**src/rtl/cdf_accumulator.sv**
```systemverilog
// Running-sum CDF stage: takes one histogram bin per transfer and hands an 8-bit scaled CDF to the divider.
// Optional feature macro: CDF_MIN_SUBTRACT_EN (subtract the first non-zero sum of the frame before scaling).
module cdf_accumulator #(
    parameter int NUM_BINS = 256,
    parameter int CNT_W    = 16,
    parameter int SUM_W    = CNT_W + 8,
    parameter int SHIFT    = 8
) (
    input  logic             clk,
    input  logic             reset,
    input  logic             start,
    input  logic [CNT_W-1:0] hist_in,
    input  logic             hist_valid,
    output logic             hist_ready,
    output logic [7:0]       cdf_out,
    output logic             enable_out,
    input  logic             ready_g_in,
    output logic [7:0]       bin_idx,
    output logic             busy,
    output logic             done,
    output logic [SUM_W-1:0] total_out
);

    typedef enum logic [2:0] {
        S_IDLE,
        S_LOAD,
        S_ISSUE,
        S_WAIT,
        S_DONE
    } state_t;

    localparam logic [7:0] LAST_BIN = 8'(NUM_BINS - 1);

    state_t           state_q, state_d;
    logic [SUM_W-1:0] sum_q, sum_d;
    logic [SUM_W-1:0] total_q, total_d;
    logic [7:0]       bin_q, bin_d;
    logic [7:0]       cdf_q, cdf_d;
    logic             hist_ready_q, hist_ready_d;
    logic             enable_q, enable_d;
    logic             busy_q, busy_d;
    logic             done_q, done_d;
    logic             ready_prev_q;
    logic             ready_rise;
`ifdef CDF_MIN_SUBTRACT_EN
    logic [SUM_W-1:0] min_q, min_d;
`endif

    function automatic logic [7:0] scale_sat(input logic [SUM_W-1:0] s);
        logic [SUM_W-1:0] v;
        v = s >> SHIFT;
        if (|(v >> 8)) begin
            return 8'hFF;
        end
        return v[7:0];
    endfunction

    always_comb begin
        state_d      = state_q;
        sum_d        = sum_q;
        total_d      = total_q;
        bin_d        = bin_q;
        cdf_d        = cdf_q;
        hist_ready_d = 1'b0;
        enable_d     = 1'b0;
        busy_d       = 1'b1;
        done_d       = 1'b0;
        ready_rise   = ready_g_in & ~ready_prev_q;
`ifdef CDF_MIN_SUBTRACT_EN
        min_d        = min_q;
`endif

        case (state_q)
            S_IDLE: begin
                busy_d = 1'b0;
                if (start) begin
                    state_d      = S_LOAD;
                    sum_d        = '0;
                    bin_d        = '0;
`ifdef CDF_MIN_SUBTRACT_EN
                    min_d        = '0;
`endif
                    hist_ready_d = 1'b1;
                    busy_d       = 1'b1;
                end
            end
            S_LOAD: begin
                hist_ready_d = 1'b1;
                if (hist_valid && hist_ready_q) begin
                    sum_d = sum_q + SUM_W'(hist_in);
`ifdef CDF_MIN_SUBTRACT_EN
                    // min_q stays zero until the sum first becomes non-zero, then freezes
                    if (min_q == '0) begin
                        min_d = sum_d;
                    end
                    cdf_d = scale_sat(sum_d - min_d);
`else
                    cdf_d = scale_sat(sum_d);
`endif
                    hist_ready_d = 1'b0;
                    enable_d     = 1'b1;
                    state_d      = S_ISSUE;
                end
            end
            S_ISSUE: begin
                state_d = S_WAIT;
            end
            S_WAIT: begin
                if (ready_rise) begin
                    if (bin_q == LAST_BIN) begin
                        state_d = S_DONE;
                        done_d  = 1'b1;
                        total_d = sum_q;
                    end else begin
                        bin_d        = bin_q + 8'd1;
                        state_d      = S_LOAD;
                        hist_ready_d = 1'b1;
                    end
                end
            end
            S_DONE: begin
                state_d = S_IDLE;
                busy_d  = 1'b0;
            end
            default: begin
                state_d = S_IDLE;
                busy_d  = 1'b0;
            end
        endcase
    end

    always_ff @(posedge clk or negedge reset) begin
        if (!reset) begin
            state_q      <= S_IDLE;
            sum_q        <= '0;
            total_q      <= '0;
            bin_q        <= '0;
            cdf_q        <= '0;
            hist_ready_q <= 1'b0;
            enable_q     <= 1'b0;
            busy_q       <= 1'b0;
            done_q       <= 1'b0;
            ready_prev_q <= 1'b0;
`ifdef CDF_MIN_SUBTRACT_EN
            min_q        <= '0;
`endif
        end else begin
            state_q      <= state_d;
            sum_q        <= sum_d;
            total_q      <= total_d;
            bin_q        <= bin_d;
            cdf_q        <= cdf_d;
            hist_ready_q <= hist_ready_d;
            enable_q     <= enable_d;
            busy_q       <= busy_d;
            done_q       <= done_d;
            // edge detector tracks ready_g_in in every state
            ready_prev_q <= ready_g_in;
`ifdef CDF_MIN_SUBTRACT_EN
            min_q        <= min_d;
`endif
        end
    end

    assign hist_ready = hist_ready_q;
    assign enable_out = enable_q;
    assign cdf_out    = cdf_q;
    assign bin_idx    = bin_q;
    assign busy       = busy_q;
    assign done       = done_q;
    assign total_out  = total_q;

endmodule
```
**config.mk**
```make
export PLATFORM = sky130hd
export DESIGN_NAME = cdf_accumulator
export DESIGN_NICKNAME = d
export VERILOG_FILES = /design/src/rtl/cdf_accumulator.sv
export SDC_FILE = /design/constraint.sdc
export NUM_CORES = 1
export LEC_CHECK = 0
export ABC_AREA = 1
export BUFFER_PORTS_ARGS = -buffer_cell sky130_fd_sc_hd__buf_2
export CORE_MARGIN = 3
export CORE_UTILIZATION = 29
export DETAILED_ROUTE_END_ITERATION = 8
export HOLD_SLACK_MARGIN = 0.1
export PLACE_DENSITY = 0.57
export SYNTH_ARGS = -nofsm -noshare
export SYNTH_HDL_FRONTEND = slang
export SYNTH_SLANG_ARGS = --single-unit
```
**constraint.sdc**
```tcl
create_clock -name clk -period 2.75 [get_ports clk]
set_clock_uncertainty 0.05 [all_clocks]
set_input_delay 0 -clock clk [delete_from_list [all_inputs] [get_ports clk]]
set_output_delay 0 -clock clk [all_outputs]
set_load 0.01 [all_outputs]
```
==> results.toml, run 1 <==
[status]
outcome = "finished clean"

[placement]
placement.cell_area_um2 = 4960
routabilityCongestion = 0.911
pre_cts_slack_ns = 0.268
numPortBuffers = 64
dp_hpwl_mm = 8.94
placed_cells_incl_taps = 855

[cells_and_area]
post_route_cells_drive_above_1_share_pct = 18.1
total_nets_final = 727
num_antenna_cells = 0
final_cell_area_um2 = 5280
layout.cells.non_filler = 874
area.growth.synth_to_final_pct = 18.9
fill_cell_instance_count_of_the_final_layout = 1605

[sta]
tns_ns = 0
clock.fmax_mhz = 407
max_slew_margin_pct = 37.5
period_needed_ns = 2.46
finalHoldWorstSlack_ns = 0.168
final_hold_viol_count = 0
final-setup-viol-count = 0
finalMaxSlewViolations = 0
setup_slack_ns = 0.295
layout_worst_path_cycle_share_pct = 89.3
worst_margin_pin_slew_ns = 0.937
rsz_0062_raised_after_global_routing = "false"

[logic_synthesis]
yosysSeqAreaShare_pct = 40.6
syn_area_per_cell_um2 = 7.20
syn_warnings = 0
synth.top_cells.by_area = "sky130_fd_sc_hd__dfrtp_1 (41%), sky130_fd_sc_hd__nand2_1 (15%), sky130_fd_sc_hd__inv_1 (9.3%)"
synth_top_flop_cell = "sky130_fd_sc_hd__dfrtp_1"
synth_async_sr_flop_share_pct = 100
postSynthRegisterBits = 72
yosys.cell_count.top_type = "sky130_fd_sc_hd__nand2_1"
post_synth_edffs = 0
yosys.cell_types.count = 34
yosys.area.top_type_share_pct = 40.6
synthesis.area_um2 = 4440
synth_fp_nets = 656
netlist_instances = 617
netlist_top_cells_count = "sky130_fd_sc_hd__nand2_1 (175), sky130_fd_sc_hd__inv_1 (110), sky130_fd_sc_hd__dfrtp_1 (72), sky130_fd_sc_hd__nor2_1 (41), sky130_fd_sc_hd__o21ai_0 (37)"
yosys.area.top_type = "sky130_fd_sc_hd__dfrtp_1"

[floorplanning]
floorplan.die_area_um2 = 16800
fp.coreArea_um2 = 14800
starting_utilization_of_the_core_area_pct = 30.1
die-height_um = 130
chipWidth_um = 130
boundaryPins = 65
std_cell_rows = 44

[clock_network]
clkSinkCount = 72
tritoncts = "yes"
h_tree_levels = 3
numCtsBuffers = 9
cts-root-to-sink-buffers = 2
root_buffer = "sky130_fd_sc_hd__clkbuf_16"
postCtsSetupRepairBufs = 0
worstSkewPairLatency_ns = 0.33
clk_transition_reported_paths_ns = 0.05

[routing]
final_antenna_net_count = 0
route.detailed.drc = 0
routed_via_density = 4.52
pre_repair_dr_iteration_count = 4
initialDrtViolationCount = 194
detail_route.wl_per_cell_um = 13.4
dr_total_vias = 3948
wirelength_mm = 11.7

[grt]
grt_max_degree = 73
vias_in_the_first_global_route = 3846
grt.met1_usage_pct = 18.8
groute.layer.met3.usage_pct = 3.52
antenna_violations_before_repair = 0
grt_overflow = 0
use_met2_pct = 24.3
most_crowded_layer_gr = "met2"
grt_first_pass_wirelength_mm = 19.2
grtUsageTotal_pct = 14.4

[critical_path]
cp.required_ns = 2.92
setup.worst_path.end_class = "flip-flop"
cell_repeated_most_along_the_worst_path = "sky130_fd_sc_hd__nand2_1"
worst_path_max_delay_cell = "sky130_fd_sc_hd__fa_1"
setup.worst_path.start_class = "flip-flop"
cp_cell_sequence = "ha_2 -> inv_1 -> fa_1 -> inv_1 -> nand3_1 -> nand2_2 -> nand2_1 -> nand2_1 -> nand2_1 -> nand3_1 -> nand2_1 -> nand2_1 -> nand2_2 -> nor2_8 -> nand3_1 -> nand2_1 -> inv_1"
worst_ep_arrival_time_ns = 2.63
critPathMaxStageDelay_ns = 0.40
critical_path.top_delay_family = "simple AND/OR/NAND/NOR gates"
critPathBufInv = 3
critPathMaxFanout = 8
criticalPathCategory = "reg -> reg"

[pwr]
part_of_the_total_power_dissipated_in_the_clock_network_pct = 22.8
p_comb_share_pct = 46.4
sw_frac_of_total_pct = 42.8
power-per-cell-area_nw_per_um2 = 888
p_int_mw = 2.69
cellLeakagePower_nw = 2.78
power.share.sequential_pct = 30.9
ir_drop_uv = 384
switching_power_mw = 2.01

[flow_run]
max_cap_check_violation_count = 0

[worst_hold_path]
min-delay-path-class = "in -> reg"
power groups by stage:
| stage | combinational (mW) | clock, mW | sequential, mW |
|---|---|---|---|
| after floorplan | 1.57 | 0 | 1.48 |
| after global placement | 2.18 | 0 | 1.46 |
| after detailed placement | 2.18 | 0 | 1.47 |
| after CTS | 2.20 | 1.10 | 1.45 |
| after global routing | 2.47 | 1.14 | 1.49 |
| final | 2.18 | 1.07 | 1.45 |
cell usage in the layout (no fill, tap or decap), types with 3 or more instances in the layout:
cell and n:
sky130_fd_sc_hd__a21oi_1 17, sky130_fd_sc_hd__and2_1 3, sky130_fd_sc_hd__buf_2 63, sky130_fd_sc_hd__buf_4 3, sky130_fd_sc_hd__clkbuf_16 9, sky130_fd_sc_hd__dfrtp_1 72
sky130_fd_sc_hd__dlygate4sd3_1 6, sky130_fd_sc_hd__ha_1 16, sky130_fd_sc_hd__inv_1 110, sky130_fd_sc_hd__inv_2 8, sky130_fd_sc_hd__nand2_1 175, sky130_fd_sc_hd__nand2_2 14
sky130_fd_sc_hd__nand3_1 29, sky130_fd_sc_hd__nand3_2 4, sky130_fd_sc_hd__nand4_1 8, sky130_fd_sc_hd__nor2_1 41, sky130_fd_sc_hd__nor2_2 6, sky130_fd_sc_hd__nor2_4 3
sky130_fd_sc_hd__nor3_1 9, sky130_fd_sc_hd__o21ai_0 37, sky130_fd_sc_hd__o21ai_1 5, sky130_fd_sc_hd__o22ai_1 14, sky130_fd_sc_hd__or2_2 8, sky130_fd_sc_hd__xnor2_1 5
sky130_fd_sc_hd__xor2_1 7
flip-flops by register name, indices dropped and copies added (netlist names):
name          count
total_out        24
hist_ready        1
ready_prev_q      1
cdf_out           8
sum_q            24
state_q           3
busy              1
enable_out        1
bin_idx           8
done              1
routing by layer:
layer | up-vias | wire length [um] | part of all wire (%)
li1 | 2055 | - | -
met1 | 1816 | 5490 | 47
met2 | 67 | 5560 | 47
met3 | 10 | 547 | 4.7
met4 | 0 | 147 | 1.3
met5 | - | 0 | 0
metrics by stage:
step           total power, mW  utilization, %
2_1_floorplan             3.05               -
3_3_place_gp              3.64            33.6
3_5_place_dp              3.65            33.6
4_1_cts                   4.75            35.8
5_1_grt                   5.10            35.8
6_report                  4.69            35.8
path summary, 6_finish.rpt:
| path | start | endpoint | slack (ns) | cells past startpoint |
|---|---|---|---|---|
| min in group asynchronous | reset | bin_idx[5] | 0.29 | 2 |
| max | sum_q[0] | cdf_out[2] | 0.29 | 17 |
| min | hist_in[7] | sum_q[7] | 0.17 | 4 |
| min reg2reg | state_q[2] | busy | 0.42 | 1 |
| max reg2reg | sum_q[0] | cdf_out[2] | 0.29 | 17 |
| max in group asynchronous | reset | total_out[22] | 1.74 | 2 |
cell families (layout without fill, tap and decap cells):
kind of cell | count (synthesis) | count (layout) | share of synthesized area [%]
xor+xnor | 12 | 12 | 2.37
compound gates | 81 | 81 | 10.1
buf+inv | 130 | 203 | 11.1
simple gates | 304 | 304 | 30.7
fa+ha+maj | 18 | 18 | 5.24
flops | 72 | 72 | 40.6
timing repair:
item | 4_1_cts | 5_1_grt
endpoints found under the hold margin | 84 | 0
hold buffers | 6 | 0
gates resized for setup | 0 | 1
setup endpoints to repair | 0 | 4
area by class of cell:
type / instances / area, um2 / share of cell area (%)
Multi-Input combinational cell: 415 / 2150 / 40.7
Sequential cell: 72 / 1800 / 34.1
Inverter: 118 / 443 / 8.38
Timing Repair Buffer: 72 / 398 / 7.53
Clock buffer: 12 / 256 / 4.85
Tap cell: 184 / 230 / 4.36
Clock inverter: 1 / 5.00 / 0.0947
worst register-to-register path: cells and delay by family (launching register included):
family	cells	cell delay [ns]
AND/OR/NAND/NOR	12	1.12
adder cells (fa/ha/maj)	2	0.62
flip-flops	1	0.35
buffers and inverters	3	0.20
Power figures use the tool's default switching activity.
==> inputs of run 2 (changes only) <==
==> constraint.sdc (replaced) <==
create_clock -name clk -period 2.75 [get_ports clk]
set_clock_uncertainty 0.05 [all_clocks]
set_input_delay 0.4125 -clock clk [delete_from_list [all_inputs] [get_ports clk]]
set_output_delay 0.4125 -clock clk [all_outputs]
set_load 0.01 [all_outputs]
==> run 2 against run 1 <==
Against the previous run:
- via count barely moved
- worst setup slack got worse by 0.012 ns
- core utilization fell by 0.093 points
- clock-buffer cell count rose by 1
- final cell count fell by 0.23%
- sequential cell count did not move
- sequential share of layout area rose by 0.089 points
- total power rose by 2.8%
- critical path type unchanged
- routed wire length rose by 0.60%
==> results.toml, run 2 (synthesis gave the netlist of run 1 again) <==
[critical_path]
setup.worst_path.end_class = "flip-flop"
cp.required_ns = 2.94
critPathMaxStageDelay_ns = 0.40
critPathBufInv = 3
cp_cell_sequence = "ha_2 -> inv_1 -> fa_1 -> inv_1 -> nand3_1 -> nand2_2 -> nand2_1 -> nand2_1 -> nand2_1 -> nand3_1 -> nand2_1 -> nand2_1 -> nand2_2 -> nor2_8 -> nand3_1 -> nand2_1 -> inv_1"
timing.reg2reg.setup_slack_ns = 0.28
worst_ep_arrival_time_ns = 2.65
critPathMaxFanout = 8
criticalPathCategory = "reg -> reg"
cell_repeated_most_along_the_worst_path = "sky130_fd_sc_hd__nand2_1"
setup.worst_path.start_class = "flip-flop"
critical_path.top_delay_family = "simple AND/OR/NAND/NOR gates"
worst_path_max_delay_cell = "sky130_fd_sc_hd__fa_1"

[clock_network]
tritoncts = "yes"
ctsHoldBuffers = 0
numCtsBuffers = 9
h_tree_levels = 3
postCtsSetupRepairBufs = 0
cts-root-to-sink-buffers = 2
clk_transition_reported_paths_ns = 0.06
worstSkewPairLatency_ns = 0.34
clkSinkCount = 72
root_buffer = "sky130_fd_sc_hd__clkbuf_16"

[cells_and_area]
fill_cell_instance_count_of_the_final_layout = 1617
post_route_cells_drive_above_1_share_pct = 18.6
layout.cells.most_common_list = "sky130_fd_sc_hd__nand2_1 (175), sky130_fd_sc_hd__inv_1 (110), sky130_fd_sc_hd__dfrtp_1 (72), sky130_fd_sc_hd__buf_2 (63), sky130_fd_sc_hd__nor2_1 (41)"
regArea_um2 = 1800
mostFrequentLayoutCell = "sky130_fd_sc_hd__nand2_1"
layout.cells.non_filler = 872
multi_input_comb_area_um2 = 2150
area.growth.synth_to_final_pct = 18.6
num_antenna_cells = 0
total_nets_final = 722
final_cell_area_um2 = 5270

[grt]
most_crowded_layer_gr = "met2"
antenna_violations_before_repair = 0
grt_overflow = 0
grt.met1_usage_pct = 19.2
grt_first_pass_wirelength_mm = 19.3
grt_max_degree = 73
groute.layer.met3.usage_pct = 2.54
use_met2_pct = 24.4
grtUsageTotal_pct = 14.6
vias_in_the_first_global_route = 3856

[pwr]
power-per-cell-area_nw_per_um2 = 915
ir_drop_uv = 347
cellLeakagePower_nw = 2.77

[routing]
route.detailed.drc = 0
final_antenna_net_count = 0
wirelength_mm = 11.8
pre_repair_dr_iteration_count = 4
initialDrtViolationCount = 181
detail_route.wl_per_cell_um = 13.5
dr_total_vias = 3946
routed_via_density = 4.53

[floorplanning]
boundaryPins = 65
die-height_um = 130
chipWidth_um = 130
floorplan.die_area_um2 = 16800
fp.coreArea_um2 = 14800
std_cell_rows = 44
starting_utilization_of_the_core_area_pct = 30.1

[sta]
rsz_0062_raised_after_global_routing = "false"
worst_margin_pin_slew_ns = 0.936
final_hold_viol_count = 0
clock.fmax_mhz = 405
finalMaxSlewViolations = 0
final-setup-viol-count = 0
layout_worst_path_cycle_share_pct = 89.7
setup_slack_ns = 0.283
period_needed_ns = 2.47
max_slew_margin_pct = 37.6
tns_ns = 0

[placement]
routabilityCongestion = 0.897
placement.cell_area_um2 = 4970
pre_cts_slack_ns = 0.105
placed_cells_incl_taps = 856
numPortBuffers = 64
dp_hpwl_mm = 8.92

[flow_run]
max_cap_check_violation_count = 0

[worst_hold_path]
min-delay-path-class = "in -> async"

[status]
outcome = "finished clean"
[run 2: cell count changes in the layout (fill, tap and decap cells not counted)]
cell,before,now
sky130_fd_sc_hd__buf_4,3,4
sky130_fd_sc_hd__clkbuf_1,1,2
sky130_fd_sc_hd__dlygate4sd3_1,6,0
sky130_fd_sc_hd__clkinv_2,1,2
sky130_fd_sc_hd__bufinv_16,0,1
[run 2: path summary, 6_finish.rpt]
check	startpoint	to	depth (start not counted)
min reg2reg	state_q[2]	busy	1
max reg2reg	sum_q[0]	cdf_out[6]	17
min	reset	bin_idx[5]	1
max in group asynchronous	reset	cdf_out[7]	1
max	sum_q[0]	cdf_out[6]	17
min in group clk	ready_g_in	ready_prev_q	1
[run 2: final cells by class]
type	instances	share of cell area, %
clock buffer	13	4.94
clock inverter	3	0.760
sequential	72	34.2
tap	184	4.37
multi-input combinational	415	40.8
timing repair buffer	67	6.55
inverter	118	8.40
[run 2: power by group]
part / leakage, nW / internal [mW] / switching (mW)
combinational: 1.68 / 0.748 / 1.43
clock: 0.150 / 0.750 / 0.450
sequential: 0.941 / 1.30 / 0.152
total: 2.77 / 2.79 / 2.03
[run 2: repair_timing]
| item | in CTS | in global routing |
|---|---|---|
| setup endpoints to repair | 0 | 8 |
| resized for setup | 0 | 1 |
| hold endpoints to repair | 0 | 0 |
[run 2: per-layer routing]
layer,wire length [um],vias up
met5,0,-
met2,5560,67
met4,198,0
li1,-,2067
met3,421,13
met1,5630,1799
[run 2: metrics by stage]
step                      hold WS [ns]  power, mW  utilization, %
after floorplan                 0.0669       3.05               -
after global placement           0.407       3.64            33.7
after detailed placement         0.409       3.65            33.7
after CTS                        0.140       4.87            35.7
after global routing             0.146       5.22            35.7
final                            0.133       4.82            35.7
